===== src/rtl/watch_display_decoder_pkg.sv =====
// Shared constants for the stopwatch display readback decoder.
// Segment codes are active-low {dp,g,f,e,d,c,b,a} with dp shown high.
package watch_disp_pkg;

  localparam logic [7:0] SEG_0 = 8'hC0;
  localparam logic [7:0] SEG_1 = 8'hF9;
  localparam logic [7:0] SEG_2 = 8'hA4;
  localparam logic [7:0] SEG_3 = 8'hB0;
  localparam logic [7:0] SEG_4 = 8'h99;
  localparam logic [7:0] SEG_5 = 8'h92;
  localparam logic [7:0] SEG_6 = 8'h82;
  localparam logic [7:0] SEG_7 = 8'hF8;
  localparam logic [7:0] SEG_8 = 8'h80;
  localparam logic [7:0] SEG_9 = 8'h90;

  localparam int TIME_MAX  = 599;
  localparam int TIME_W    = 10;
  localparam int ERR_CNT_W = 8;
  localparam int SAMPLE_W  = 26;

endpackage


===== src/rtl/watch_display_decoder_seg7_to_bcd.sv =====
// Combinational 7-segment to BCD decoder; the decimal point is forced high
// before matching so it never affects the decoded digit.
module seg7_to_bcd
  import watch_disp_pkg::*;
(
  input  logic [7:0] i_code,
  output logic       o_legal,
  output logic [3:0] o_bcd
);

  logic [7:0] w_code;

  assign w_code = i_code | 8'h80;

  always_comb begin
    o_legal = 1'b1;
    o_bcd   = 4'd0;
    case (w_code)
      SEG_0:   o_bcd = 4'd0;
      SEG_1:   o_bcd = 4'd1;
      SEG_2:   o_bcd = 4'd2;
      SEG_3:   o_bcd = 4'd3;
      SEG_4:   o_bcd = 4'd4;
      SEG_5:   o_bcd = 4'd5;
      SEG_6:   o_bcd = 4'd6;
      SEG_7:   o_bcd = 4'd7;
      SEG_8:   o_bcd = 4'd8;
      SEG_9:   o_bcd = 4'd9;
      default: o_legal = 1'b0;
    endcase
  end

endmodule


===== src/rtl/watch_display_decoder.sv =====
// Stopwatch display readback: deglitches the display bus, recovers BCD and
// binary time, checks count progression. Optional STALL_DET_EN adds an idle detector.
module watch_display_decoder
  import watch_disp_pkg::*;
#(
  parameter int STABLE_CYCLES = 2
`ifdef STALL_DET_EN
  ,
  parameter int STALL_CYC = 50000
`endif
) (
  input  logic       clk,
  input  logic       reset,
  input  logic       clear,
  input  logic [7:0] tensin,
  input  logic [7:0] onesin,
  input  logic [9:0] tenthsin,
  output logic       valid,
  output logic [3:0] tens_bcd,
  output logic [3:0] ones_bcd,
  output logic [3:0] tenths_bcd,
  output logic [9:0] time_t,
  output logic       evt_tick,
  output logic       err_seg,
  output logic       err_seq,
  output logic [7:0] err_cnt,
  output logic       stall
);

  localparam logic [3:0] STAB = 4'(STABLE_CYCLES);

  logic [SAMPLE_W-1:0]  w_in;
  logic [SAMPLE_W-1:0]  r_sample;
  logic [SAMPLE_W-1:0]  r_last_eval;
  logic [3:0]           r_stab_cnt;
  logic                 w_eval;

  logic                 w_tens_legal;
  logic                 w_ones_legal;
  logic                 w_tenths_legal;
  logic [3:0]           w_tens_bcd;
  logic [3:0]           w_ones_bcd;
  logic [3:0]           w_tenths_bcd;
  logic [9:0]           w_tenths_hot;
  logic                 w_seg_ok;
  logic [TIME_W-1:0]    w_time_new;
  logic [TIME_W-1:0]    w_time_succ;
  logic                 w_seq_bad;
  logic [ERR_CNT_W-1:0] w_cnt_base;
  logic [ERR_CNT_W-1:0] w_cnt_inc;

  logic                 r_valid;
  logic [3:0]           r_tens;
  logic [3:0]           r_ones;
  logic [3:0]           r_tenths;
  logic [TIME_W-1:0]    r_time;
  logic                 r_evt_tick;
  logic                 r_err_seg;
  logic                 r_err_seq;
  logic [ERR_CNT_W-1:0] r_err_cnt;

  assign w_in = {tensin, onesin, tenthsin};

  // Counter saturates at STAB so a held value is evaluated exactly once.
  always_ff @(posedge clk or posedge reset) begin
    if (reset) begin
      r_sample   <= '0;
      r_stab_cnt <= 4'd0;
    end else if (w_in != r_sample) begin
      r_sample   <= w_in;
      r_stab_cnt <= 4'd1;
    end else if (r_stab_cnt != STAB) begin
      r_stab_cnt <= r_stab_cnt + 4'd1;
    end
  end

  assign w_eval = (r_stab_cnt == STAB) && (r_sample != r_last_eval);

  seg7_to_bcd u_tens (
    .i_code  (r_sample[25:18]),
    .o_legal (w_tens_legal),
    .o_bcd   (w_tens_bcd)
  );

  seg7_to_bcd u_ones (
    .i_code  (r_sample[17:10]),
    .o_legal (w_ones_legal),
    .o_bcd   (w_ones_bcd)
  );

  always_comb begin
    w_tenths_hot   = ~r_sample[9:0];
    w_tenths_legal = $onehot(w_tenths_hot);
    w_tenths_bcd   = 4'd0;
    for (int k = 0; k < 10; k++) begin
      if (w_tenths_hot[k]) w_tenths_bcd = 4'(k);
    end
  end

  assign w_seg_ok = w_tens_legal && w_ones_legal && w_tenths_legal && (w_tens_bcd <= 4'd5);

  assign w_time_new = (10'(w_tens_bcd) * 10'd100) + (10'(w_ones_bcd) * 10'd10)
                    + 10'(w_tenths_bcd);

  assign w_time_succ = (r_time == 10'(TIME_MAX)) ? '0 : r_time + 10'd1;

  // A reset to zero is always accepted; clear in the same cycle suppresses the check.
  assign w_seq_bad = r_valid && !clear && (w_time_new != w_time_succ) && (w_time_new != '0);

  assign w_cnt_base = clear ? '0 : r_err_cnt;
  assign w_cnt_inc  = (w_cnt_base == '1) ? '1 : w_cnt_base + 1'b1;

  always_ff @(posedge clk or posedge reset) begin
    if (reset) begin
      r_last_eval <= '0;
      r_valid     <= 1'b0;
      r_tens      <= 4'd0;
      r_ones      <= 4'd0;
      r_tenths    <= 4'd0;
      r_time      <= '0;
      r_evt_tick  <= 1'b0;
      r_err_seg   <= 1'b0;
      r_err_seq   <= 1'b0;
      r_err_cnt   <= '0;
    end else begin
      r_evt_tick <= 1'b0;
      if (clear) begin
        r_err_seg <= 1'b0;
        r_err_seq <= 1'b0;
        r_err_cnt <= '0;
        r_valid   <= 1'b0;
      end
      if (w_eval) begin
        r_last_eval <= r_sample;
        if (!w_seg_ok) begin
          r_err_seg <= 1'b1;
          r_err_cnt <= w_cnt_inc;
        end else begin
          r_tens     <= w_tens_bcd;
          r_ones     <= w_ones_bcd;
          r_tenths   <= w_tenths_bcd;
          r_time     <= w_time_new;
          r_evt_tick <= 1'b1;
          r_valid    <= 1'b1;
          if (w_seq_bad) begin
            r_err_seq <= 1'b1;
            r_err_cnt <= w_cnt_inc;
          end
        end
      end
    end
  end

`ifdef STALL_DET_EN
  localparam logic [16:0] STALL_LIM = 17'(STALL_CYC);

  logic [16:0] r_idle;

  always_ff @(posedge clk or posedge reset) begin
    if (reset) begin
      r_idle <= '0;
    end else if ((w_eval && w_seg_ok) || clear) begin
      r_idle <= '0;
    end else if (r_valid && (r_idle != STALL_LIM)) begin
      r_idle <= r_idle + 17'd1;
    end
  end

  assign stall = (r_idle == STALL_LIM);
`else
  assign stall = 1'b0;
`endif

  assign valid      = r_valid;
  assign tens_bcd   = r_tens;
  assign ones_bcd   = r_ones;
  assign tenths_bcd = r_tenths;
  assign time_t     = r_time;
  assign evt_tick   = r_evt_tick;
  assign err_seg    = r_err_seg;
  assign err_seq    = r_err_seq;
  assign err_cnt    = r_err_cnt;

endmodule


===== config.mk =====
export PLATFORM = sky130hd
export DESIGN_NAME = watch_display_decoder
export DESIGN_NICKNAME = d
export VERILOG_FILES = /design/src/rtl/watch_display_decoder_pkg.sv /design/src/rtl/watch_display_decoder_seg7_to_bcd.sv /design/src/rtl/watch_display_decoder.sv
export SDC_FILE = /design/constraint.sdc
export NUM_CORES = 1
export LEC_CHECK = 0
export ABC_AREA = 1
export ABC_CLOCK_PERIOD_IN_PS = 3910
export BUFFER_PORTS_ARGS = -buffer_cell sky130_fd_sc_hd__buf_2
export CAP_MARGIN = 20
export CORE_MARGIN = 5
export CORE_UTILIZATION = 40
export DETAILED_ROUTE_END_ITERATION = 7
export SYNTH_ARGS = -nofsm -noshare
export SYNTH_HDL_FRONTEND = slang
export SYNTH_HIERARCHICAL = 1
export SYNTH_SLANG_ARGS = --single-unit

===== constraint.sdc =====
create_clock -name clk -period 3.91 [get_ports clk]
set_input_delay 1.173 -clock clk [delete_from_list [all_inputs] [get_ports clk]]
set_output_delay 1.173 -clock clk [all_outputs]
set_load 0.02 [all_outputs]

After elaboration in Yosys (flattened, before gate mapping) --
Cells that the tools add are included.
Storage, ports and cells: output and inout bits 35, word-level logic and storage cells 104, flip-flop bits (word level) 90, input port bits 29
Operators by class: equality and inequality tests 26, multipliers 2, reductions and logical operators 15, $add $sub $neg 14, mux-type cells 33, order comparisons 1, bitwise gates (word level) 1
Operators by type and width (count):
- one-hot mux 4 bit (9 select lines) | 2
- != test 26 bit | 2
- equality test 7 x 5 -> 1 bit, second input constant | 6
- equality test 7 bit, second input constant | 6
- two-way mux 4 bit | 10
- two-way mux 8 bit | 5
- equality test 7 x 6 -> 1 bit, second input constant | 4
- OR reduction 10 bit | 2
- two-way mux 1 bit | 15
- equality test 7 x 2 -> 1 bit, second input constant | 2
- zero test 7 bit | 2
- adder 1 x 1 -> 2 bit | 5
- adder 10 x 1 -> 10 bit, second input constant | 1
- adder 10 x 4 -> 10 bit | 1
- adder 10 x 8 -> 10 bit | 1
- equality test 10 bit, second input constant | 1
- two-way mux 10 bit | 1
- != test 10 bit | 1
- NOT 10 bit | 1
- nonzero test 10 bit | 1
- adder 8 x 1 -> 8 bit, second input constant | 1
- equality test 8 bit, second input constant | 1
- multiplier 4 x 5 -> 8 bit, second input constant | 1
- logical AND 1 bit | 7
- other kinds (12) | 13

Depth between registers and ports, before layout --
depth after elaboration 17, gate-level depth with buffers 30, mapped depth without buffers 30

Modules after synthesis --
Netlist, hierarchy kept.
By module, submodules not included:
- watch_display_decoder | instances 1, seq. area each 2227.1 um^2, cells an instance 762, area an instance 5799.3 um^2
- seg7_to_bcd | instances 2, seq. area each 0.0 um^2, cells an instance 43, area an instance 206.4 um^2

Worst setup path before layout --
OpenSTA, ideal clock, no wires.
path type register -> register, from register r_sample[19], to register r_err_cnt[4], in the netlist err_cnt[4], stages on the path, launching flop included 30, clock period less this slack 3925 ps, slack -15 ps, path buffers 0, arrival 3808 ps, required time 3793 ps, path through dfrtp_1 -> nor2_2 -> nand2_2 -> inv_1 -> nand2_1 -> nand3_2 -> nor2_2 -> inv_1 -> inv_1 -> ha_1 -> ha_1 -> inv_1 -> fa_1 -> inv_1 -> ha_1 -> ha_1 -> nand2_1 -> inv_1 -> a21oi_1 -> nand2_1 -> nand2_1 -> nand2_1 -> nand2_1 -> nand2_1 -> nor2_1 -> nand3_2 -> nand3_4 -> nand2_4 -> nand2_1 -> nand2_1
Between the ends: word-level cells in the longest chain between the ends 11, elaborated cells on any way between the ends 29
RTL lines:
- start: declaration | RTL line watch_display_decoder.sv:33 | logic [SAMPLE_W-1:0] r_sample;
- start signal: assignment | RTL line watch_display_decoder.sv:70 | r_sample <= w_in;
- equality test 7 x 5 -> 1 bit (tied with other cells) | RTL line watch_display_decoder_seg7_to_bcd.sv:18 | case (w_code)
- one-hot mux 4 bit (9 select lines) (*) | RTL line watch_display_decoder_seg7_to_bcd.sv:18
- via w_tens_bcd[0] | RTL line watch_display_decoder.sv:41 | logic [3:0] w_tens_bcd;
- multiplier 4 x 5 -> 8 bit | RTL line watch_display_decoder.sv:102 | assign w_time_new = (10'(w_tens_bcd) * 10'd100) + (10'(w_ones_bcd) * 10'd10)
- adder 10 x 8 -> 10 bit | RTL line watch_display_decoder.sv:102
- adder 10 x 4 -> 10 bit | RTL line watch_display_decoder.sv:103 | + 10'(w_tenths_bcd);
- != test 10 bit | RTL line watch_display_decoder.sv:108 | assign w_seq_bad = r_valid && !clear && (w_time_new != w_time_succ) && (w_time_new != '0);
- logical AND 1 bit (2 in series) | RTL line watch_display_decoder.sv:108
- two-way mux 8 bit | RTL line watch_display_decoder.sv:145 | if (w_seq_bad) begin
- two-way mux 8 bit (*) | RTL line watch_display_decoder.sv:135 | if (!w_seg_ok) begin
- two-way mux 8 bit (*) | RTL line watch_display_decoder.sv:133 | if (w_eval) begin
- end signal: assignment | RTL line watch_display_decoder.sv:137 | r_err_cnt <= w_cnt_inc;
- end signal: assignment | RTL line watch_display_decoder.sv:147 | r_err_cnt <= w_cnt_inc;
- end: declaration | RTL line watch_display_decoder.sv:60 | logic [ERR_CNT_W-1:0] r_err_cnt;
The timed path passes the listed nets; every way through them passes the cells marked *. A chain may end at the register's enable or synchronous reset.

Worst setup path in the final report --
from register r_sample[11], to register r_err_cnt[2], in the netlist err_cnt[2]
Between the ends: word-level cells in the longest chain between the ends 11, elaborated cells on any way between the ends 28
RTL lines:
- equality test 7 x 5 -> 1 bit (tied with other cells) | RTL line watch_display_decoder_seg7_to_bcd.sv:18
- one-hot mux 4 bit (9 select lines) (*) | RTL line watch_display_decoder_seg7_to_bcd.sv:18
- via w_ones_bcd[0] | RTL line watch_display_decoder.sv:42 | logic [3:0] w_ones_bcd;
- multiplier 4 x 3 -> 7 bit (*) | RTL line watch_display_decoder.sv:102
- adder 10 x 8 -> 10 bit (*) | RTL line watch_display_decoder.sv:102
- adder 10 x 4 -> 10 bit (*) | RTL line watch_display_decoder.sv:103
- != test 10 bit | RTL line watch_display_decoder.sv:108
- logical AND 1 bit | RTL line watch_display_decoder.sv:108
- logical AND 1 bit (*) | RTL line watch_display_decoder.sv:108
- two-way mux 8 bit (*) | RTL line watch_display_decoder.sv:145
- two-way mux 8 bit (*) | RTL line watch_display_decoder.sv:135
- two-way mux 8 bit (*) | RTL line watch_display_decoder.sv:133
Marked as above.

==> metrics.md <==
| Metric | Value |
|---|---|
| Initial drt markers | 396 |
| Ys async rst share | 1.000 |
| CP startpoint | r_sample[11] |
| DP Wirelength | ~11,000 um |
| Critical Path Source Type | register |
| Commonest cells after routing, fill and taps aside | nand2_1, inv_1, dfrtp_1 |
| Routed len/inst | ~14 um |
| Via density | ~4.8 |
| Sink Count | between 80 and 90 |
| EDFF count, synth | 0 |
| Slew @ Worst Pin | between 700 and 800 ps |
| CTS Buf Count | 9 |
| Final non-filler cell area | 8014 um2 |
| Placed cell count | about 1,100 |
| Most frequent CP cell | nand2_2 |
| Syn_nets | slightly above 900 |
| Clock share of power | 0.411 |
| Worst setup margin | -82.01 ps |
| Hold_sp | ones_bcd[3] |
| MaxCap Viol Count | 0 |
| Failing checks | negative setup slack |
| CTS tree | done |
| Clk_lat worst skew | 360 ps |
| Min Clock Period, post-route | 3992 ps |
| Warnings, synthesis | 6 |
| Max Slew Vio Count | 0 |
| Part of the power in combinational logic | 0.160 |
| Ports | 64 |
| RR Startpoint | r_sample[11] |
| PD cells | between 200 and 300 nW/um2 |
| Fin crit share | 1.021 |
| Post-Place Worst Slack | -257.8 ps |
| Peak supply drop | roughly 0.28 mV |
| Cells after Synth | 848 |
| Routed vias | 5,525 |
| Clock tree buffer depth | 2 |
| Layout Nets | between 1,000 and 1,500 |
| Final setup violation count | 9 |
| DRC viols | 0 |
| Synthesis-to-finish area growth | 29.00% |
| Row Count | 45 |
| Htree depth | 3 |
| Largest net degree at the start of global routing | 90 |
| Final count of hold timing violations | 0 |
| Worst path required time | between 4000 and 5000 ps |
| Sequential power share | 0.429 |
| Hold Crit Class | register to register |
| CORE AREA | 15,200 um2 |
| Gr usage total | 0.1718 |
| Top FF cell, synth | dfrtp_1 |
| Yosys reg bits | just under 90 |
| Die ar. | ~18,000 um2 |
| Seq/Total Area, Yosys | 0.3585 |
| Crit path max fanout | 4 |
| Routability cong. | approximately 0.83 |
| DRT Pass-1 Iters | 5 |
| Synthesized cell area | roughly 6200 um2 |
| Initial Util | 0.4086 |
| FMAX | between 0.2 and 0.3 GHz |
| Skew final | ~7.6 ps |
| Commonest non-fill, non-tap cell in the layout | nand2_1 |
| Reg clk slew, reported paths | about 70 ps |
| PortBufs | between 60 and 70 |
| Die height | approximately 130 um |
| Area after DPL | about 7000 um2 |
| Synthesized area per cell | 7.326 um2 |
| Die Wd | between 100 and 150 um |
| Sw Pwr | roughly 0.61 mW |
| WL final | about 16,000 um |
| CP endpoint kind | register |
| Unrepaired setup endpoints after global routing | yes |
| Total negative setup slack | -637.6 ps |
| Root Buffer | clkbuf_16 |
| Crit-path slowest cell | dfrtp_2 |
| CP arrival | between 4000 and 5000 ps |
| Initial antenna violation count | 0 |
| Vias in the first global route | between 5,000 and 6,000 |
| Crit Path Class | register to register |
| Internal power | 1.609 mW |
| Non-Filler Instances | about 1,200 |
| # diodes | 0 |
| Leak | around 4.3 nW |
| Sw frac | 0.2742 |
| Overflow after GRT | 0 |
| First-pass GRT wire length | 24,900 um |
| Antenna-violating nets left | 0 |
| Status | complete, but fails checks |
| CP peak stage delay | between 400 and 500 ps |
| Layout cells sized above 1 | 0.3200 |
| Post-synthesis cell type count | between 40 and 50 |
| Max transition margin | 0.5077 |
[path summary, 6_finish.rpt]
| path | end | slack, ps | cells past startpoint |
|---|---|---|---|
| min reg2reg | ones_bcd[3] | 470 | 2 |
| min | ones_bcd[3] | 470 | 2 |
| min in group asynchronous | err_cnt[7] | 920 | 3 |
| max in group asynchronous | r_sample[10] | 2590 | 3 |
| max | err_cnt[2] | -80 | 28 |
| max reg2reg | err_cnt[2] | -80 | 28 |
[layout make-up]
class,instances,area (um2)
Tap cell,188,235.2
Multi-Input combinational cell,587,3669
Inverter,133,513.0
Clock buffer,11,242.7
Clock inverter,5,61.31
Sequential cell,89,2236
Fill cell,1435,7188
Timing Repair Buffer,146,1049
Timing Repair inverter,1,8.758
[repair_timing]
| action | 4_1_cts | 5_1_grt |
|---|---|---|
| gates cloned | 1 | 4 |
| hold buffers | 0 | 0 |
| pin swaps | 9 | 47 |
| gates resized for setup | 29 | 86 |
| endpoints found under the setup margin | 9 | 33 |
| setup buffers | 8 | 14 |
[cell families (layout without fill, tap and decap cells)]
group           Yosys count  count (layout)  share of synthesized area
compound gates           60              60                    0.05559
simple gates            446             447                     0.3231
xor+xnor                 36              36                    0.05075
flops                    89              89                     0.3585
fa+ha+maj                43              43                    0.09990
other cells               1               1                  0.0006037
buf+inv                 173             296                     0.1116
[cells in the mapped netlist, types with 6 or more instances]
library cell  number  share of area
o21ai_1           16          0.013
dfrtp_1           89           0.36
clkbuf_1          28          0.017
nand2_1          254           0.15
fa_1              11          0.035
nor2_2             9         0.0091
buf_4              8         0.0097
nor3_1             7         0.0056
or2_2             21          0.021
o21ai_0           27          0.022
nand3_1           55          0.044
nand3_2            6         0.0097
inv_2              7         0.0042
xnor2_1           19          0.027
nand4_1           20          0.020
xor2_1            17          0.024
inv_1            125          0.076
nor2_1            53          0.032
ha_1              32          0.064
[worst max-delay path: cells and delay by family (launching register included)]
family | cells | cell delay, ps
adders and majority gates | 5 | 1350
and+or+nand+nor | 16 | 1300
buffers and inverters | 5 | 500
DFF | 1 | 450
AOI/OAI and AO/OA | 1 | 150
xor gates and xnor gates | 1 | 150
[state kept, by name, indices dropped and copies added (netlist names)]
name and flops:
tenths_bcd 4, tens_bcd 4, err_seq 1, r_sample 26
valid 1, evt_tick 1, ones_bcd 4, r_last_eval 26
err_seg 1, r_stab_cnt 4, err_cnt 8, time_t 9
[metal layers]
| layer | share of wire | global-route usage |
|---|---|---|
| met5 | 0 | 0 |
| met1 | 0.45 | 0.2287 |
| met4 | 0.022 | 0.05826 |
| met3 | 0.044 | 0.03539 |
| met2 | 0.49 | 0.2790 |
[metrics by stage]
step	power [mW]	hold WS, ps	utilization
after floorplan	1.151	453.0	-
after global placement	1.249	449.8	0.4633
after detailed placement	1.253	455.9	0.4633
after CTS	2.191	472.3	0.4967
after global routing	2.332	502.8	0.5272
final	2.217	474.3	0.5272
[power groups by stage]
stage / Combinational, mW / Clock, mW / Sequential, mW
after floorplan: 0.184 / 0 / 0.967
after global placement: 0.284 / 0 / 0.966
after detailed placement: 0.287 / 0 / 0.966
after CTS: 0.301 / 0.941 / 0.949
after global routing: 0.396 / 0.983 / 0.953
final: 0.354 / 0.912 / 0.951
No activity file was read; power rests on OpenSTA's default activity.
